$ cat src/rtl/debug_access_ctrl.sv
// debug_access_ctrl: sequences host debug commands into one-cycle decode debug-port accesses,
// handling core halt request/timeout and an optional sticky halt between commands.
module debug_access_ctrl #(
   parameter int N            = 64,
   parameter int HALT_TIMEOUT = 255
) (
   input  logic          clk,
   input  logic          reset,
   input  logic          cmd_valid,
   output logic          cmd_ready,
   input  logic [1:0]    cmd_op,
   input  logic [4:0]    cmd_reg,
   input  logic [11:0]   cmd_csr,
   input  logic [N-1:0]  cmd_mask,
   input  logic          cmd_hold,
   output logic          rsp_valid,
   input  logic          rsp_ready,
   output logic [N-1:0]  rsp_data,
   output logic          rsp_err,
   output logic          halt_req,
   input  logic          halted,
   output logic          weDB_D,
   output logic          csrDB_D,
   output logic [11:0]   csrAddrDB_D,
   output logic [4:0]    readRegDB_D,
   output logic [4:0]    writeRegDB_D,
   output logic [N-1:0]  writeDataDB_D,
   input  logic [N-1:0]  readDataDB_D
);
   typedef enum logic [1:0] {IDLE, HALT_WAIT, ACCESS, RESP} state_t;
   localparam logic [1:0] OP_CSR  = 2'b01;
   localparam logic [1:0] OP_FLIP = 2'b10;
   localparam int CW = ($clog2(HALT_TIMEOUT + 1) > 8) ? $clog2(HALT_TIMEOUT + 1) : 8;
   state_t          state_q;
   logic [1:0]      op_q, op_d;
   logic [4:0]      reg_q, reg_d;
   logic [11:0]     csr_q, csr_d;
   logic [N-1:0]    mask_q, mask_d;
   logic            cmd_hold_q, hold_q;
   logic [CW-1:0]   cnt_q;
   logic            cmd_ready_q, rsp_valid_q, rsp_err_q, halt_req_q;
   logic [N-1:0]    rsp_data_q;
   logic            we_q, csr_sel_q;
   logic [11:0]     csr_addr_q;
   logic [4:0]      rreg_q, wreg_q;
   logic [N-1:0]    wdata_q;
   logic            accept, bad, go_acc, timeout, acc_csr, acc_flip;
   // Debug-port values for the next cycle come from the live command when the
   // held-halted fast path jumps straight from IDLE into ACCESS.
   always_comb begin
      accept   = (state_q == IDLE) && cmd_valid;
      op_d     = accept ? cmd_op : op_q;
      reg_d    = accept ? cmd_reg : reg_q;
      csr_d    = accept ? cmd_csr : csr_q;
      mask_d   = accept ? cmd_mask : mask_q;
      bad      = (cmd_op == 2'b11) || (cmd_op == OP_FLIP && cmd_reg == 5'd0);
      go_acc   = (accept && !bad && hold_q && halted) || (state_q == HALT_WAIT && halted);
      timeout  = (state_q == HALT_WAIT) && !halted && (cnt_q == CW'(HALT_TIMEOUT - 1));
      acc_csr  = go_acc && (op_d == OP_CSR);
      acc_flip = go_acc && (op_d == OP_FLIP);
   end
   always_ff @(posedge clk) begin
      if (reset) begin
         state_q     <= IDLE;
         op_q        <= '0;
         reg_q       <= '0;
         csr_q       <= '0;
         mask_q      <= '0;
         cmd_hold_q  <= 1'b0;
         hold_q      <= 1'b0;
         cnt_q       <= '0;
         cmd_ready_q <= 1'b1;
         rsp_valid_q <= 1'b0;
         rsp_err_q   <= 1'b0;
         rsp_data_q  <= '0;
         halt_req_q  <= 1'b0;
         we_q        <= 1'b0;
         csr_sel_q   <= 1'b0;
         csr_addr_q  <= '0;
         rreg_q      <= '0;
         wreg_q      <= '0;
         wdata_q     <= '0;
      end else begin
         we_q       <= acc_flip;
         csr_sel_q  <= acc_csr;
         csr_addr_q <= acc_csr ? csr_d : '0;
         rreg_q     <= (go_acc && !acc_csr) ? reg_d : '0;
         wreg_q     <= acc_flip ? reg_d : '0;
         wdata_q    <= acc_flip ? mask_d : '0;
         case (state_q)
            IDLE: if (cmd_valid) begin
               op_q        <= cmd_op;
               reg_q       <= cmd_reg;
               csr_q       <= cmd_csr;
               mask_q      <= cmd_mask;
               cmd_hold_q  <= cmd_hold;
               cmd_ready_q <= 1'b0;
               cnt_q       <= '0;
               if (bad) begin
                  state_q     <= RESP;
                  rsp_valid_q <= 1'b1;
                  rsp_err_q   <= 1'b1;
                  rsp_data_q  <= '0;
                  hold_q      <= 1'b0;
                  halt_req_q  <= 1'b0;
               end else if (hold_q && halted) begin
                  state_q <= ACCESS;
               end else begin
                  halt_req_q <= 1'b1;
                  state_q    <= HALT_WAIT;
               end
            end
            HALT_WAIT: if (halted) begin
               state_q <= ACCESS;
            end else if (timeout) begin
               state_q     <= RESP;
               rsp_valid_q <= 1'b1;
               rsp_err_q   <= 1'b1;
               rsp_data_q  <= '0;
               halt_req_q  <= 1'b0;
               hold_q      <= 1'b0;
            end else begin
               cnt_q <= cnt_q + 1'b1;
            end
            ACCESS: begin
               rsp_data_q  <= readDataDB_D;
               rsp_err_q   <= 1'b0;
               rsp_valid_q <= 1'b1;
               hold_q      <= cmd_hold_q;
               halt_req_q  <= cmd_hold_q;
               state_q     <= RESP;
            end
            RESP: if (rsp_ready) begin
               rsp_valid_q <= 1'b0;
               cmd_ready_q <= 1'b1;
               state_q     <= IDLE;
            end
            default: state_q <= IDLE;
         endcase
      end
   end
   assign cmd_ready     = cmd_ready_q;
   assign rsp_valid     = rsp_valid_q;
   assign rsp_data      = rsp_data_q;
   assign rsp_err       = rsp_err_q;
   assign halt_req      = halt_req_q;
   assign weDB_D        = we_q;
   assign csrDB_D       = csr_sel_q;
   assign csrAddrDB_D   = csr_addr_q;
   assign readRegDB_D   = rreg_q;
   assign writeRegDB_D  = wreg_q;
   assign writeDataDB_D = wdata_q;
endmodule

$ cat config.mk
export PLATFORM = sky130hd
export DESIGN_NAME = debug_access_ctrl
export DESIGN_NICKNAME = d
export VERILOG_FILES = /design/src/rtl/debug_access_ctrl.sv
export SDC_FILE = /design/constraint.sdc
export NUM_CORES = 1
export LEC_CHECK = 0
export ABC_AREA = 1
export CORE_MARGIN = 2
export CORE_UTILIZATION = 45
export CTS_CLUSTER_DIAMETER = 120
export DETAILED_ROUTE_END_ITERATION = 8
export GPL_TIMING_DRIVEN = 0
export PLACE_DENSITY = 0.84
export SYNTH_ARGS = -nofsm -noshare
export SYNTH_HDL_FRONTEND = slang
export SYNTH_SLANG_ARGS = --single-unit
$ cat constraint.sdc
create_clock -name clk -period 3.3 [get_ports clk]
set_input_delay 0.66 -clock clk [delete_from_list [all_inputs] [get_ports clk]]
set_output_delay 0.66 -clock clk [all_outputs]
set_load 0.02 [all_outputs]
==> Word level (Yosys, flattened, before mapping) <==
Cells that the tools add are included.
{ "op_classes": {"add_sub_neg": 1, "mul": 0, "div": 0, "order_cmp": 0, "n_eq_ne": 16, "shift": 0, "muxes": 39, "n_bitwise": 3, "reduce_logical": 32} }
{ "ops": {"columns": ["cell", "n"], "rows": [
  ["$mux W64", 5],
  ["$pmux W64 S3", 1],
  ["$mux W8", 3],
  ["$pmux W8 S2", 1],
  ["$reduce_and A5 Y1", 3],
  ["$mux W1", 14],
  ["$mux W2", 7],
  ["$logic_and A1 B1 Y1", 12],
  ["$mux W12", 1],
  ["$ne A2 B2 Y1 const B", 6],
  ["$eq A2 B2 Y1 const B", 5],
  ["$pmux W1 S3", 3],
  ["$add A8 B1 Y8 const B", 1],
  ["$eq A8 B8 Y1 const B", 1],
  ["$pmux W2 S4", 1],
  ["$ne A3 B3 Y1 const B", 2],
  ["$reduce_and A3 Y1", 2],
  ["$reduce_or A2 Y1", 3],
  ["$logic_not A5 Y1", 1],
  ["$mux W5", 1],
  ["$eq A2 B1 Y1 const B", 2],
  ["$pmux W1 S4", 1],
  ["$reduce_and A4 Y1", 1],
  ["$reduce_bool A2 Y1", 2],
  ["7 further kinds", 12]
]} }
{ "word_totals": {"register_bits": 251, "latchBits": 0, "mem_bits_rw": 0, "romBits": 0, "in_bits": 153, "out_inout_bits": 156, "word_cells": 110, "memories": 0} }

==> Longest topological paths before layout <==
{ "logic_depth": {"word_depth": 13, "ltp_mapped": 12, "ltp_nobuf": 10} }

==> Least setup slack after synthesis <==
Ideal clock, no wire load.
{ "synth_path": {"path_type": "input to register", "from": "in cmd_reg[0]", "to": "reg rsp_data_q[47] (netlist: rsp_data[47])", "setup_time_ns": 0.128, "arrival_ns": 1.817, "t_required_ns": 3.172, "path_slack_ns": 1.355, "stages": 8, "n_path_buf": 2, "cell_sequence": "nor2_1 > nand4_1 > nand3_1 > buf_2 > buf_1 > nand3_1 > nand2_1 > nor2_1"} }
{ "synth_between": {"elab_chain_cells": 5} }
{ "synth_lines": {"columns": ["element", "line", "text"], "rows": [
  ["start: declaration", "12", "input logic [4:0] cmd_reg,"],
  ["$logic_not A5 Y1", "56", "bad = (cmd_op == 2'b11) || (cmd_op == OP_FLIP && cmd_reg == 5'd0);"],
  ["$logic_and A1 B1 Y1", "56", null],
  ["$logic_or A1 B1 Y1", "56", null],
  ["$ne A2 B2 Y1 (no line)", null, null],
  ["$reduce_and A5 Y1 (no line)", null, null],
  ["end signal: assignment", "126", "rsp_data_q <= readDataDB_D;"],
  ["end: declaration", "42", "logic [N-1:0] rsp_data_q;"]
]} }
No other way between the ends.
A chain may end at the register's enable or synchronous reset.

==> Worst setup path in the final report <==
{ "layout_path": {"from": "in cmd_reg[4]", "to": "reg rsp_data_q[55] (netlist: rsp_data[55])"} }
The elaborated chain is that of the path after synthesis.

==> out/qor.txt <==
FF/Latch Area: 5025 um2
Relative slew slack: 58.24%
Num ports: 309
Via/cell ratio: 4.796
Vias in the first global route: 8,318
Syn Inst Count: 1,097
Min-Delay Startpoint: rsp_data[63]$_SDFFE_PP0P_
Clock sink count: 251
Chip height: 145.5 um
GRT Total Usage: 24.98%
Site row count: 51
Hold Slack: 464.9 ps
Lkg Pwr: 5.844 nW
Grt ovf: 0
Clock Pin Slew Worst Setup and Hold Paths: 50 ps
Most frequent cells in the layout: clkdlybuf4s50_1 (308), nor2_1 (254), dfxtp_1 (251), nand2_1 (228), inv_1 (88)
Area used by multi-input combinational logic: 3356 um2
1st-iter DRT viols: 319
Placer Congestion: 0.8733
Share of post-route cells with drive strength above 1: 4.285%
Leading area contributor after synthesis: dfxtp_1
Fin nets: 1,593
Seq/Total Area, Yosys: 55.78%
Fin crit share: 78.01%
Fin. max-slew vios: 0
Mapped cell area: 9009 um2
Fmax: 0.3884 GHz
First-pass GRT wire length: 42,770 um
Initial antenna violation count: 0
Die ar.: 21,170 um2
Synth Register Bits: 251
HP Class: reg2reg
# hold bufs at CTS: 0
Syn-to-layout area delta: 46.71%
Clock buffer depth: 3
Syn nets: 1,257
Total wire length: 27,110 um
Final worst slack: 725.5 ps
Pwr dens: 884.2 nW/um2
Largest cells by area after synthesis: dfxtp_1 (56%), nor2_1 (11%), nand2_1 (9.5%)
Initial Utilization: 46.14%
CTS buffer count: 26
Root Driver: clkbuf_16
Pre-CTS setup slack: 219.2 ps
Startpoint Class: input port
DRC viols: 0
WL per Instance: 15.84 um
# port buffers: 308
Diodes inserted: 0
RSZ-0062 raised after global routing: false
Clock skew: 22.58 ps
Max Cap Viol: 0
# Post-CTS Setup Buffers: 0
Critical path class: in2reg
Cell variety after synth: 24
Crit path capture type: flop
Least-Margin Pin Slew: 626.4 ps
Setup tns final: 0 ps
# fillers: 1,558
Max Fanout on Critical Path: 10
DP Wirelength: 20,200 um
Final Util: 67.69%
Yosys top cell area share: 55.78%
Setup crit start: cmd_reg[4]
CTS tree: done
Die X: 145.5 um
Core area: 19,530 um2
# resized after CTS: 0
Worst path arrival time: 2970 ps
Status: finished clean
Yosys warnings: 0
Most common cell after layout, fill and taps aside: clkdlybuf4s50_1
R2r startpoint: state_q[0]$_SDFFE_PP0P_
Final setup fails: 0
Final worst path period need: 2574 ps
Routed via count: 8,211
Hold Vio Cnt, Final: 0
Worst IR Drop VDD: 0.0007035 V
Drt pass-1 iters: 4
Worst-Skew Late Latency: 540 ps
DRT antenna net count: 0
Largest net degree at the start of global routing: 14
Mean post-synth cell area: 8.212 um2
H-tree depth: 1
CP required: 3690 ps
[path summary, 6_finish.rpt]
path                                                  end  slack [ps]  cells past startpoint
worst min register to register  rsp_data[63]$_SDFFE_PP0P_         460                      2
worst max register to register      cnt_q[1]$_SDFFE_PP0P_         750                      9
worst max-delay path            rsp_data[55]$_SDFFE_PP0P_         730                      9
worst min-delay path            rsp_data[63]$_SDFFE_PP0P_         460                      2
[metal layers]
metal | global-route usage (%) | wire (um) | up-vias
met5 | 0 | 0 | -
met1 | 27.19 | 10080 | 3742
met2 | 45.19 | 13380 | 346
met3 | 8.840 | 2808 | 54
met4 | 8.382 | 836 | 0
li1 | - | - | 4069
[flip-flops by register name, summed over array words and instances (netlist names)]
name	flops
rsp_data	64
csr_q	12
readRegDB_D	5
weDB_D	1
cmd_ready	1
reg_q	5
rsp_valid	1
rsp_err	1
cmd_hold_q	1
mask_q	64
csrAddrDB_D	12
halt_req	1
csrDB_D	1
cnt_q	8
writeDataDB_D	64
state_q	2
hold_q	1
op_q	2
writeRegDB_D	5
[cell type report]
type	instances	area share (%)
Buffer	62	2.196
Clock buffer	37	5.538
Clock inverter	5	0.4639
Inverter	90	2.556
Multi-Input combinational cell	694	25.39
Sequential cell	251	38.02
Tap cell	265	2.509
Timing Repair Buffer	308	23.33
[logic make-up after synthesis]
kind of cell / Yosys count / synth area share, %
AND/OR/NAND/NOR: 574 / 25.35
adder cells (fa/ha/maj): 7 / 0.9722
XOR/XNOR: 1 / 0.09724
buffers and inverters: 152 / 6.972
AO/OA/AOI/OAI: 32 / 1.945
multiplexers: 80 / 8.889
flip-flops: 251 / 55.78
[through the flow]
stage | cell area [um2] | power [mW] | instances
after floorplan | 9009 | 7.162 | 1097
after global placement | 12420 | 8.806 | 1670
after detailed placement | 12420 | 8.959 | 1670
after CTS | 13220 | 11.76 | 1712
after global routing | 13220 | 12.46 | 1712
final | 13220 | 11.69 | 1712
[worst max-delay path: stages]
cell	delay, ps
clkdlybuf4s50_1	440
nor2_1	220
nand4_1	240
nand3_1	410
buf_2	320
buf_1	370
nand3_1	160
nand2_1	100
nor2_1	40
[where the power goes]
part	total, mW	leakage, nW	switching (mW)	internal (mW)
Clock	2.76	0.390	1.16	1.61
Sequential	3.95	2.05	0.291	3.66
Combinational	4.97	3.41	2.95	2.02
[Yosys cell counts]
cell type  count
a21oi_4        1
buf_6          4
ha_1           7
inv_1         88
buf_2         16
xor2_1         1
or2_2          2
o311ai_0       1
nand2_1      228
nand3_1       81
buf_4          2
and2_1         1
nor2_1       254
dfxtp_1      251
o21ai_0       14
clkinv_1       1
inv_2          1
clkbuf_1      39
a21oi_1       16
buf_1          1
nand4_1        6
or3_1          1
nor2_2         1
mux2i_1       80
(Power assumes the default switching activity.)
